### config.mk
export PLATFORM = sky130hd
export DESIGN_NAME = imm_gen_stage_flat
export DESIGN_NICKNAME = d
export VERILOG_FILES = /design/src/rtl/imm_gen_stage_pkg.sv /design/src/rtl/imm_gen_stage_if.sv /design/src/rtl/imm_gen_stage_decode.sv /design/src/rtl/imm_gen_stage.sv /design/src/flat_wrapper.sv
export SDC_FILE = /design/constraint.sdc
export NUM_CORES = 1
export LEC_CHECK = 0
export CAP_MARGIN = 10
export CORE_ASPECT_RATIO = 2
export CORE_MARGIN = 3
export CORE_UTILIZATION = 51
export CTS_CLUSTER_DIAMETER = 80
export DETAILED_ROUTE_END_ITERATION = 8
export PLACE_DENSITY_LB_ADDON = 0.05
export SLEW_MARGIN = 0
export SYNTH_ARGS = -nofsm -noshare
export SYNTH_HDL_FRONTEND = slang
export SYNTH_SLANG_ARGS = --single-unit
### constraint.sdc
create_clock -name clk_i -period 2.59 [get_ports clk_i]
set_clock_uncertainty 0.15 [all_clocks]
set_input_delay 0.518 -clock clk_i [delete_from_list [all_inputs] [get_ports clk_i]]
set_output_delay 0.518 -clock clk_i [all_outputs]
set_load 0.01 [all_outputs]
### src/rtl/imm_gen_stage_pkg.sv
// RISC-V encoding constants and the shared types of the immediate-generation stage.
// Both packages are pure declarations; nothing here holds state.
package riscv;
    localparam logic [6:0] OP        = 7'b0110011;
    localparam logic [6:0] OP_IMM    = 7'b0010011;
    localparam logic [6:0] OP_IMM_32 = 7'b0011011;
    localparam logic [6:0] LOAD      = 7'b0000011;
    localparam logic [6:0] STORE     = 7'b0100011;
    localparam logic [6:0] BRANCH    = 7'b1100011;
    localparam logic [6:0] JALR      = 7'b1100111;
    localparam logic [6:0] JAL       = 7'b1101111;
    localparam logic [6:0] LUI       = 7'b0110111;
    localparam logic [6:0] AUIPC     = 7'b0010111;
    localparam logic [6:0] MISC_MEM  = 7'b0001111;
    localparam logic [6:0] SYSTEM    = 7'b1110011;

    localparam logic [2:0] F3_SLL    = 3'b001;
    localparam logic [2:0] F3_SRX    = 3'b101;
endpackage

package core;
    typedef enum logic [2:0] {
        FMT_R    = 3'd0,
        FMT_I    = 3'd1,
        FMT_S    = 3'd2,
        FMT_B    = 3'd3,
        FMT_U    = 3'd4,
        FMT_J    = 3'd5,
        FMT_NONE = 3'd7
    } formats_t;

    typedef enum logic [1:0] {
        OCC_EMPTY = 2'd0,
        OCC_ONE   = 2'd1,
        OCC_FULL  = 2'd2
    } occ_t;

    localparam int IMM_MAX_W = 64;
    localparam int TAG_MAX_W = 32;

    // Max-width entry for consumers outside the stage; users truncate to their XLEN/TAG_W.
    typedef struct packed {
        logic [IMM_MAX_W-1:0] imm;
        formats_t             fmt;
        logic                 illegal;
        logic [TAG_MAX_W-1:0] tag;
    } imm_entry_t;
endpackage

### src/rtl/imm_gen_stage_if.sv
// Handshake bundle between fetch, the immediate stage and decode/issue.
// slave is the stage side, master is the producer/consumer side.
interface imm_gen_stage_if #(
    parameter int XLEN  = 32,
    parameter int TAG_W = 8
);
    logic              in_valid_i;
    logic              in_ready_o;
    logic [31:0]       instr_i;
    logic [TAG_W-1:0]  tag_i;
    logic              out_valid_o;
    logic              out_ready_i;
    logic [XLEN-1:0]   imm_o;
    core::formats_t    fmt_o;
    logic              illegal_o;
    logic [TAG_W-1:0]  tag_o;

    modport slave (
        input  in_valid_i, instr_i, tag_i, out_ready_i,
        output in_ready_o, out_valid_o, imm_o, fmt_o, illegal_o, tag_o
    );

    modport master (
        output in_valid_i, instr_i, tag_i, out_ready_i,
        input  in_ready_o, out_valid_o, imm_o, fmt_o, illegal_o, tag_o
    );
endinterface

### src/rtl/imm_gen_stage_decode.sv
// Combinational opcode-driven immediate decoder; zero latency, no handshake.
// Format comes from the opcode alone; shifts carry a zero-extended shamt.
module imm_decode
    import riscv::*;
    import core::*;
#(
    parameter int XLEN = 32
) (
    input  logic [31:0]     instr_i,
    output logic [XLEN-1:0] imm_o,
    output formats_t        fmt_o,
    output logic            illegal_o
);
    logic [6:0]      opcode;
    logic [2:0]      funct3;
    logic            is_shift;
    logic [XLEN-1:0] imm_i, imm_s, imm_b, imm_u, imm_j;

    assign opcode   = instr_i[6:0];
    assign funct3   = instr_i[14:12];
    assign is_shift = (funct3 == F3_SLL) || (funct3 == F3_SRX);

    assign imm_i = XLEN'($signed(instr_i[31:20]));
    assign imm_s = XLEN'($signed({instr_i[31:25], instr_i[11:7]}));
    assign imm_b = XLEN'($signed({instr_i[31], instr_i[7], instr_i[30:25], instr_i[11:8], 1'b0}));
    assign imm_u = XLEN'($signed({instr_i[31:12], 12'b0}));
    assign imm_j = XLEN'($signed({instr_i[31], instr_i[19:12], instr_i[20], instr_i[30:21], 1'b0}));

    always_comb begin
        imm_o     = '0;
        fmt_o     = FMT_NONE;
        illegal_o = 1'b0;
        case (opcode)
            OP: fmt_o = FMT_R;
            OP_IMM: begin
                fmt_o = FMT_I;
                if (!is_shift) begin
                    imm_o = imm_i;
                end else if (XLEN == 64) begin
                    imm_o = XLEN'(instr_i[25:20]);
                end else begin
                    imm_o     = XLEN'(instr_i[24:20]);
                    illegal_o = instr_i[25];
                end
            end
            OP_IMM_32: begin
                if (XLEN == 64) begin
                    fmt_o = FMT_I;
                    if (!is_shift) begin
                        imm_o = imm_i;
                    end else begin
                        // Word shifts are 5-bit; bit 25 set is an out-of-range shamt.
                        imm_o     = XLEN'(instr_i[24:20]);
                        illegal_o = instr_i[25];
                    end
                end else begin
                    illegal_o = 1'b1;
                end
            end
            LOAD, JALR, MISC_MEM, SYSTEM: begin
                fmt_o = FMT_I;
                imm_o = imm_i;
            end
            STORE: begin
                fmt_o = FMT_S;
                imm_o = imm_s;
            end
            BRANCH: begin
                fmt_o = FMT_B;
                imm_o = imm_b;
            end
            LUI, AUIPC: begin
                fmt_o = FMT_U;
                imm_o = imm_u;
            end
            JAL: begin
                fmt_o = FMT_J;
                imm_o = imm_j;
            end
            default: illegal_o = 1'b1;
        endcase
    end
endmodule

### src/rtl/imm_gen_stage.sv
// Registered immediate stage with a 2-entry skid buffer; 1-cycle latency, 1/cycle throughput.
// in_ready_o depends only on occupancy, so out_ready_i has no combinational path upstream.
module imm_gen_stage
    import core::*;
#(
    parameter int XLEN  = 32,
    parameter int TAG_W = 8
) (
    input  logic            clk_i,
    input  logic            rst_ni,
    input  logic            flush_i,
    imm_gen_stage_if.slave  bus
);
    if (!(XLEN == 32 || XLEN == 64)) begin : g_bad_xlen
        $error("imm_gen_stage: XLEN must be 32 or 64");
    end

    typedef struct packed {
        logic [XLEN-1:0]  imm;
        formats_t         fmt;
        logic             illegal;
        logic [TAG_W-1:0] tag;
    } entry_t;

    localparam entry_t RST_ENT = '{imm: '0, fmt: FMT_NONE, illegal: 1'b0, tag: '0};

    logic [XLEN-1:0] dec_imm;
    formats_t        dec_fmt;
    logic            dec_illegal;
    entry_t          dec_ent;
    entry_t          head, skid;
    occ_t            occ;
    logic            accept, emit;

    imm_decode #(.XLEN(XLEN)) u_decode (
        .instr_i   (bus.instr_i),
        .imm_o     (dec_imm),
        .fmt_o     (dec_fmt),
        .illegal_o (dec_illegal)
    );

    assign dec_ent = '{imm: dec_imm, fmt: dec_fmt, illegal: dec_illegal, tag: bus.tag_i};
    assign accept  = bus.in_valid_i && bus.in_ready_o;
    assign emit    = bus.out_valid_o && bus.out_ready_i;

    // head always holds the oldest entry and drives the outputs; skid is only used when FULL.
    always_ff @(posedge clk_i or negedge rst_ni) begin
        if (!rst_ni) begin
            occ  <= OCC_EMPTY;
            head <= RST_ENT;
            skid <= RST_ENT;
        end else if (flush_i) begin
            occ <= OCC_EMPTY;
        end else begin
            case (occ)
                OCC_EMPTY: begin
                    if (accept) begin
                        head <= dec_ent;
                        occ  <= OCC_ONE;
                    end
                end
                OCC_ONE: begin
                    if (accept && emit) begin
                        head <= dec_ent;
                    end else if (accept) begin
                        skid <= dec_ent;
                        occ  <= OCC_FULL;
                    end else if (emit) begin
                        occ  <= OCC_EMPTY;
                    end
                end
                OCC_FULL: begin
                    if (emit) begin
                        head <= skid;
                        occ  <= OCC_ONE;
                    end
                end
                default: occ <= OCC_EMPTY;
            endcase
        end
    end

    assign bus.in_ready_o  = (occ != OCC_FULL);
    assign bus.out_valid_o = (occ != OCC_EMPTY);
    assign bus.imm_o       = head.imm;
    assign bus.fmt_o       = head.fmt;
    assign bus.illegal_o   = head.illegal;
    assign bus.tag_o       = head.tag;
endmodule
### src/flat_wrapper.sv
// flat-port wrapper written by rule: the top's interface ports become plain ports
module imm_gen_stage_flat import core::*;
#(
    parameter int XLEN  = 32,
    parameter int TAG_W = 8
)
  (clk_i, rst_ni, flush_i, bus_in_valid_i, bus_instr_i, bus_tag_i, bus_out_ready_i, bus_in_ready_o, bus_out_valid_o, bus_imm_o, bus_fmt_o, bus_illegal_o, bus_tag_o);
  imm_gen_stage_if #(.XLEN(XLEN), .TAG_W(TAG_W)) bus_i ();
  input  logic clk_i;
  input  logic rst_ni;
  input  logic flush_i;
  input wire logic [$bits(bus_i.in_valid_i)-1:0] bus_in_valid_i;
  input wire logic [$bits(bus_i.instr_i)-1:0] bus_instr_i;
  input wire logic [$bits(bus_i.tag_i)-1:0] bus_tag_i;
  input wire logic [$bits(bus_i.out_ready_i)-1:0] bus_out_ready_i;
  output wire logic [$bits(bus_i.in_ready_o)-1:0] bus_in_ready_o;
  output wire logic [$bits(bus_i.out_valid_o)-1:0] bus_out_valid_o;
  output wire logic [$bits(bus_i.imm_o)-1:0] bus_imm_o;
  output wire logic [$bits(bus_i.fmt_o)-1:0] bus_fmt_o;
  output wire logic [$bits(bus_i.illegal_o)-1:0] bus_illegal_o;
  output wire logic [$bits(bus_i.tag_o)-1:0] bus_tag_o;
  assign bus_i.in_valid_i = bus_in_valid_i;
  assign bus_i.instr_i = bus_instr_i;
  assign bus_i.tag_i = bus_tag_i;
  assign bus_i.out_ready_i = bus_out_ready_i;
  assign bus_in_ready_o = bus_i.in_ready_o;
  assign bus_out_valid_o = bus_i.out_valid_o;
  assign bus_imm_o = bus_i.imm_o;
  assign bus_fmt_o = bus_i.fmt_o;
  assign bus_illegal_o = bus_i.illegal_o;
  assign bus_tag_o = bus_i.tag_o;
  imm_gen_stage #(.XLEN(XLEN), .TAG_W(TAG_W)) u_core (.clk_i(clk_i), .rst_ni(rst_ni), .flush_i(flush_i), .bus(bus_i));
endmodule
==> impl_metrics.csv, run 1 <==
group,metric,value,unit
status,status,"completed",
grt,grt_pass1_vias,4189,
pwr,switchingPower,1.064,mW
pwr,p_total,4.127,mW
synth,synth_compound_area_frac,0.2089,
clock_network,clk_pin_slew,0.06,ns
floorplan,core,7943,um2
sta,fin_tns_setup,0,ns
synth,synth-async-reset-ratio,1.000,
synth,synth_xor_area_frac,0,
finish,multi_input_area,1783,um2
clock_network,cts_resized,0,
clock_network,numCtsBuffers,9,
finish,antenna_cells,0,
grt,grt_usage,0.2662,
clock_network,clock-sinks,90,
synth,synthAdderAreaFrac,0,
synth,syn-cell-area,4151,um2
grt,grt_max_degree,44,
finish,nets,615,
sta,fin_crit_sh,0.9175,
pwr,p_leak,2.474,nW
critical_path,arrival,2.50,ns
clock_network,post_cts_buffers,0,
synth,ys_warn_count,0,
grt,antenna_found_initial,0,
drt,top_layer,"met4",
placed_design,portBuffers,90,
sta,clock.fmax,420.8,MHz
drt,via_per_inst,5.807,
synth,synth-edff-count,0,
min_path,hp-class,"in -> async",
finish,n_fill_cell,643,
pwr,combPwrFrac,0.200,
pwr,pwr-share-clk,0.356,
finish,seq_area,2260,um2
finish,flow.area_growth_from_synthesis,37.82,%
sta,max_slew_margin,0.6151,
drt,met2_length,6505,um
critical_path,r2r_cells,5,
clock_network,cts_buffer_depth,2,
synth,yosys.area.top_type,"dfrtp_1",
drt,drc,0,
sta,worstMarginPinSlew,0.5752,ns
synth,postSynthCellCount,459,
grt,grt_pass1_wl,19780,um
finish,drive_gt1_frac,0.1289,
drt,dr.pass1.iters,5,
floorplan,die_y,133.6,um
placed_design,gp_congestion,0.8539,
critical_path,worstSetupStartpointType,"primary input",
synth,yosysMostFrequentCell,"nand2_1",
floorplan,fp.dieW,69.80,um
synth,synthTopCellsByCount,"nand2_1, dfrtp_1, a21oi_1",
sta,fin_crit,2.376,ns
clock_network,cts_hold_buf,0,
job,max_cap_viol_count,0,
synth,synth_simple_gate_area_share,0.2134,
synth,yosysUniqueCellTypes,43,
drt,totalWireLength,11880,um
pwr,pwr-share-seq,0.443,
clock_network,worstSkewPairLatency,0.33,ns
synth,synth_seq_area_share,0.5443,
synth,synth_mux_area_frac,0.002411,
drt,drt_iter0_markers,245,
drt,met3_length,596,um
critical_path,critPathLaunch,"bus_instr_i[6]",
synth,synth_area_per_cell,9.045,um2
critical_path,worstSetupPathType,"in -> reg",
grt,gr-total-overflow,0,
placed_design,hpwl,8530,um
drt,wire_per_inst,17.73,um
drt,drt.antenna.violating_nets,0,
synth,synthFlopType,"dfrtp_1",
sta,rsz0062_at_grt,"false",
synth,syn-num-nets,504,
clock_network,cts_tree,"yes",
synth,synth_top_area_frac,0.5063,
sta,drv_slew,0,
critical_path,crit-reg2reg-launch,"u_core.occ[1]",
drt,dr_total_vias,3891,
pwr,ir_drop,541.1,uV
floorplan,start_util,0.5227,
floorplan,fp-row-count,46,
drt,wl_met1,4282,um
critical_path,cp.required,2.72,ns
clock_network,htree_num_levels,3,
pwr,powerDensity,721.2,nW/um2
synth,synth_seq_cells,90,
floorplan,die_area,9324,um2
pwr,p_int,3.062,mW
critical_path,crit_fanout,5,
sta,setup-violations-final,0,
synth,synthTopCellsByArea,"dfrtp_1, nand2_1, a21oi_1",
critical_path,reg2reg_slack,0.43,ns
floorplan,boundaryPins,91,
synth,synth_top_family_by_area,"simple AND/OR/NAND/NOR gates",
pwr,netSwitchingFraction,0.2579,
critical_path,endpoint_kind,"flip-flop",
sta,hold_viol,0,
clock_network,root_buffer,"clkbuf_16",
==> final cells by class <==
cell class              count  area share
clock buffers               9     0.03936
clock inverters             6     0.01990
inverters                   3    0.001968
multi-input cells         338      0.3116
flip-flops and latches     90      0.3949
well taps                  96     0.02099
repair buffers            128      0.2112
==> worst paths after layout <==
kind | endpoint
max | u_core.bus.imm_o[3]
min | u_core.bus.tag_o[3]
max reg2reg | u_core.bus.imm_o[20]
min reg2reg | u_core.skid[10]
max in group asynchronous | u_core.skid[19]
min in group clk_i | u_core.skid[10]
==> logic make-up (layout without fill, tap and decap cells) <==
| logic type | Yosys count | after routing |
|---|---|---|
| mux | 1 | 1 |
| buf+inv | 31 | 146 |
| flops | 90 | 90 |
| compound gates | 146 | 146 |
| simple gates | 191 | 191 |
==> power groups by stage <==
stage	logic (mW)	registers, mW	clock network, mW
final	0.827	1.83	1.47
after detailed placement	0.828	1.85	0
after CTS	0.836	1.83	1.50
after floorplan	0.341	1.87	0
after global placement	0.806	1.84	0
after global routing	0.916	1.86	1.56
==> layout by cell type, fill, tap and decap left out, drive strengths merged, types with 2 or more instances in the layout <==
master / n
nand3b: 2
buf: 39
or3: 11
clkinvlp: 2
bufinv: 3
o21ai: 33
dfrtp: 84
a22o: 6
nor4: 3
clkbuf: 9
and3: 8
a21o: 6
nor2b: 5
nand2b: 6
nor3: 6
o22ai: 12
nand2: 91
a32oi: 7
inv: 4
or2: 2
dfstp: 6
nand3: 8
nor2: 46
a31oi: 20
nor3b: 2
a21oi: 53
clkdlybuf4s50: 89
==> per-stage QoR <==
step | setup slack, ns | instances | hold slack [ns] | util | cell area (um2)
after floorplan | 0.5283 | 459 | 0.07241 | - | 4151
after global placement | -0.09154 | 655 | 0.2995 | 0.6777 | 5383
after detailed placement | -0.1408 | 655 | 0.3067 | 0.6777 | 5383
after CTS | 0.2180 | 670 | 0.03565 | 0.7204 | 5722
after global routing | 0.1156 | 670 | 0.04574 | 0.7204 | 5722
final | 0.2138 | 670 | 0.02217 | 0.7204 | 5722
==> sequential cells by signal, indices dropped and copies added (netlist names) <==
name                  flops
u_core.bus.fmt_o          3
u_core.bus.tag_o          8
u_core.skid              44
u_core.occ                2
u_core.bus.illegal_o      1
u_core.bus.imm_o         32
==> critical path, stage by stage <==
cell             delay [ns]
clkdlybuf4s50_1        0.49
or3b_1                 0.40
a211o_1                0.34
a21oi_1                0.21
buf_4                  0.17
nand2_1                0.08
a31oi_1                0.18
a21o_1                 0.10
==> metal layers <==
| metal | global-route usage | vias to the layer above |
|---|---|---|
| li1 | - | 1852 |
| met1 | 0.2924 | 1867 |
| met2 | 0.4779 | 137 |
| met3 | 0.04683 | 35 |
| met4 | 0.1429 | 0 |
| met5 | 0 | - |
Power figures use the tool's default switching activity.
==> run 2: changes to the inputs <==
Settings changed: CORE_UTILIZATION 51 to 43, CTS_CLUSTER_SIZE set to 10.
==> impl_metrics.csv, run 2 (synthesis results as in run 1) <==
group,metric,value,unit
status,status,"completed",
finish,n_fill_cell,850,
drt,dr_total_vias,3859,
sta,hold_viol,0,
critical_path,worstSetupPathType,"in -> reg",
finish,flow.area_growth_from_synthesis,37.58,%
placed_design,hpwl,8804,um
floorplan,start_util,0.4424,
sta,drv_slew,0,
sta,setup-violations-final,0,
min_path,hp-class,"reg -> reg",
critical_path,max_stage_delay,0.49,ns
clock_network,numCtsBuffers,9,
drt,drc,0,
pwr,p_int,2.903,mW
clock_network,clock-sinks,90,
finish,layout_commonest_cell,"nand2_1",
floorplan,boundaryPins,91,
finish,largest_register_ff_count,44,
critical_path,cp.required,2.64,ns
floorplan,die_area,10940,um2
finish,fin_area,5712,um2
clock_network,post_cts_buffers,0,
drt,drt_iter0_markers,221,
critical_path,critPathTopFamily,"buffers and inverters",
pwr,pwr-share-seq,0.459,
sta,fin_crit,2.347,ns
pwr,switchingPower,1.080,mW
finish,antenna_cells,0,
sta,max_slew_margin,0.6221,
sta,fin_ws,0.2434,ns
grt,grt_pass1_vias,3970,
clock_network,cts_buffer_depth,2,
sta,worstMarginPinSlew,0.5647,ns
critical_path,worstSetupStartpointType,"primary input",
pwr,pwr-share-clk,0.334,
sta,fin_hold_ws,0.3140,ns
drt,drt.antenna.violating_nets,0,
placed_design,portBuffers,90,
sta,rsz0062_at_grt,"false",
placed_design,gp_congestion,0.9948,
drt,dr.pass1.iters,4,
finish,nets,615,
finish,instances_no_fill,679,
grt,grt_usage,0.2369,
pwr,netSwitchingFraction,0.2711,
clock_network,htree_num_levels,3,
floorplan,fp.dieW,75.48,um
finish,regMostFlops,"u_core.skid",
pwr,p_leak,2.456,nW
job,max_cap_viol_count,0,
drt,totalWireLength,12120,um
critical_path,worstPathCellList,"clkdlybuf4s50_1 -> buf_4 -> or2_2 -> a21oi_1 -> o21bai_1 -> a31oi_2 -> nor2_1 -> a21oi_1",
finish,drive_gt1_frac,0.1270,
floorplan,fp-row-count,50,
sta,fin_tns_setup,0,ns
pwr,ir_drop,440.1,uV
pwr,combPwrFrac,0.207,
clock_network,worstSkewPairLatency,0.34,ns
critical_path,reg2reg_slack,0.58,ns
grt,grt_pass1_wl,19980,um
critical_path,endpoint_kind,"flip-flop",
critical_path,cpMaxStageDelayCell,"clkdlybuf4s50_1",
placed_design,placed_cells,662,
critical_path,cpMostUsedCell,"a21oi_1",
pwr,p_total,3.982,mW
finish,layout_common_cells,"nand2_1, clkdlybuf4s50_1, dfrtp_1",
grt,grt_max_degree,60,
sta,fin_crit_sh,0.9060,
sta,clock.fmax,426.1,MHz
grt,gr-total-overflow,0,
critical_path,path_buf_inv,2,
placed_design,pre_cts_ws,-0.1112,ns
floorplan,die_y,145.0,um
pwr,powerDensity,697.2,nW/um2
drt,wire_per_inst,17.85,um
clock_network,clk_pin_slew,0.07,ns
drt,via_per_inst,5.683,
placed_design,dpl_cell_area,5398,um2
critical_path,crit_fanout,11,
clock_network,root_buffer,"clkbuf_16",
grt,antenna_found_initial,0,
floorplan,core,9384,um2
clock_network,cts_tree,"yes",
critical_path,arrival,2.40,ns
finish,post-route-util,0.6087,
[run 2: changes by cell type in the layout (fill, tap and decap cells not counted), sizes merged]
cell / previous run / this run
buf: 39 / 38
bufinv: 3 / 1
clkbuf: 9 / 11
clkinvlp: 2 / 3
dlygate4sd3: 0 / 1
[run 2: routing by layer]
| layer | global-route usage | share of wire | vias to the layer above |
|---|---|---|---|
| met2 | 0.4159 | 0.55 | 101 |
| li1 | - | - | 1842 |
| met1 | 0.2740 | 0.38 | 1893 |
| met3 | 0.03467 | 0.038 | 23 |
| met5 | 0 | 0 | - |
| met4 | 0.09807 | 0.028 | 0 |
[run 2: power by group through the flow]
stage / clock [mW] / combinational, mW / sequential (mW)
after floorplan: 0 / 0.341 / 1.87
after CTS: 1.35 / 0.838 / 1.83
after global routing: 1.41 / 0.924 / 1.85
after detailed placement: 0 / 0.834 / 1.85
final: 1.33 / 0.826 / 1.83
after global placement: 0 / 0.817 / 1.84
[run 2: worst reg2reg max path, cell delays in order (launching register included)]
cell	delay, ns
dfrtp_1	0.44
nand2b_1	0.21
or3_1	0.53
nor2_2	0.42
a21oi_1	0.13
[run 2: layout make-up]
type | instances | area, um2 | share of cell area
clock buffer | 11 | 242.7 | 0.04250
tap | 104 | 130.1 | 0.02278
inverter | 3 | 11.26 | 0.001972
timing repair buffer | 128 | 1224 | 0.2142
multi-input combinational | 338 | 1783 | 0.3122
sequential | 90 | 2260 | 0.3956
clock inverter | 5 | 61.31 | 0.01073
[run 2: timing repair]
action,4_1_cts,5_1_grt
endpoints found under the hold margin,25,0
hold buffers,1,0
gates resized for setup,0,0
[run 2: final timing paths]
path | from | endpoint | cells after the start
max | bus_instr_i[2] | u_core.bus.imm_o[14] | 8
min | u_core.skid[11] | u_core.skid[11] | 2
max reg2reg | u_core.occ[1] | u_core.skid[25] | 4
min reg2reg | u_core.skid[11] | u_core.skid[11] | 2
max in group asynchronous | rst_ni | u_core.skid[16] | 3
min in group asynchronous | rst_ni | u_core.bus.tag_o[4] | 2
==> run 3: changes to the inputs <==
Settings changed: DONT_BUFFER_PORTS set to 1, HOLD_SLACK_MARGIN set to 0.05.
==> impl_metrics.csv, run 3 (synthesis results as in run 1) <==
group,metric,value,unit
sta,fin_hold_ws,-0.2764,ns
grt,grt_max_degree,91,
sta,fin_ws,0.3041,ns
sta,fin_crit_sh,0.8826,
critical_path,endpoint_kind,"flip-flop",
drt,wl_met1,4308,um
clock_network,numCtsBuffers,9,
grt,grt_pass1_wl,18740,um
finish,layout_commonest_cell,"nand2_1",
placed_design,portBuffers,0,
drt,wire_per_inst,20.92,um
drt,via_per_inst,5.919,
clock_network,htree_num_levels,3,
sta,worstMarginPinSlew,0.9477,ns
drt,dr_total_vias,3362,
clock_network,cts_resized,0,
critical_path,reg2reg_to,"u_core.bus.imm_o[20]",
status,status,"finished, violations left",
drt,dr.pass1.iters,4,
placed_design,pre_cts_ws,0.1559,ns
clock_network,post_cts_buffers,0,
clock_network,worstSkewPairLatency,0.33,ns
critical_path,worstSetupStartpointType,"flip-flop",
sta,rsz0062_at_grt,"false",
drt,met2_length,6516,um
sta,max_slew_margin,0.3682,
finish,flow.area_growth_from_synthesis,12.09,%
sta,fin_tns_setup,0,ns
clock_network,cts_tree,"yes",
floorplan,core,9384,um2
finish,multi_input_area,1789,um2
sta,fin_crit,2.286,ns
job,max_cap_viol_count,0,
critical_path,reg2reg_slack,0.30,ns
floorplan,start_util,0.4424,
min_path,hp-class,"in -> async",
drt,top_layer,"met4",
sta,setup-violations-final,0,
floorplan,die_area,10940,um2
placed_design,gp_congestion,0.8885,
critical_path,r2r_cells,6,
drt,totalWireLength,11880,um
finish,regMostFlops,"u_core.skid",
finish,layout_common_cells,"nand2_1, dfrtp_1, a21oi_1",
status,violations,"negative hold slack",
critical_path,crit-reg2reg-launch,"u_core.occ[1]",
clock_network,clock-sinks,90,
finish,seq_area,2260,um2
drt,drc,0,
pwr,p_leak,2.013,nW
floorplan,fp.dieW,75.48,um
grt,gr-total-overflow,0,
floorplan,boundaryPins,91,
finish,fin_area,4653,um2
critical_path,worstSetupPathType,"reg -> reg",
drt,drt.antenna.violating_nets,0,
placed_design,dpl_cell_area,4323,um2
clock_network,root_buffer,"clkbuf_16",
floorplan,die_y,145.0,um
drt,drt_iter0_markers,238,
floorplan,fp-row-count,50,
sta,drv_slew,0,
pwr,ir_drop,589.4,uV
drt,met3_length,802,um
grt,antenna_found_initial,1,
placed_design,hpwl,8439,um
grt,grt_pass1_vias,3417,
finish,n_fill_cell,903,
grt,grt_usage,0.2276,
sta,hold_viol,90,
clock_network,clk_pin_slew,0.06,ns
finish,drive_gt1_frac,0.1123,
pwr,powerDensity,799.1,nW/um2
critical_path,cp.required,2.62,ns
finish,largest_register_ff_count,44,
critical_path,arrival,2.32,ns
finish,nets,503,
critical_path,crit_fanout,11,
sta,clock.fmax,437.5,MHz
clock_network,cts_buffer_depth,2,
## run 3: critical path, stage by stage, from the launching register on
cell	delay, ns
dfrtp_1	0.44
nor2b_1	0.22
nand2_1	0.14
a21oi_4	0.17
nand2_1	0.10
a21oi_1	0.74
a21oi_1	0.17
## run 3: worst max-delay path by stage
stage | startpoint | to | slack, ns | depth (start not counted)
2_1_floorplan | bus_instr_i[5] | u_core.skid[17] | 0.53 | 5
3_3_place_gp | bus_instr_i[3] | u_core.bus.imm_o[28] | 0.19 | 6
3_5_place_dp | bus_instr_i[3] | u_core.bus.imm_o[26] | 0.16 | 6
4_1_cts | u_core.occ[1] | u_core.bus.imm_o[20] | 0.25 | 6
5_1_grt | u_core.occ[1] | u_core.bus.imm_o[20] | 0.11 | 6
6_report | u_core.occ[1] | u_core.bus.imm_o[20] | 0.30 | 6
## run 3: report_power, final
group	switching, mW	internal, mW
clock network	0.538	0.877
logic	0.226	0.188
registers	0.205	1.68
## run 3: layout make-up
type,count,share of cell area
Inverter,3,0.002420
Tap cell,104,0.02796
Antenna cell,1,0.0005378
Clock inverter,5,0.01828
Multi-Input combinational cell,338,0.3845
Sequential cell,90,0.4856
Clock buffer,11,0.05216
Timing Repair Buffer,16,0.02850
## run 3: per-stage QoR
step | total power [mW] | utilization | std cells
after floorplan | 2.207 | - | 459
after global placement | 2.315 | 0.4607 | 551
after detailed placement | 2.338 | 0.4607 | 551
after CTS | 3.764 | 0.4956 | 567
after global routing | 3.919 | 0.4959 | 568
final | 3.718 | 0.4959 | 568
## run 3: per-layer routing
metal / vias up / track usage
li1: 1616 / -
met4: 0 / 0.07356
met2: 93 / 0.3995
met3: 17 / 0.06311
met5: - / 0
met1: 1636 / 0.2544
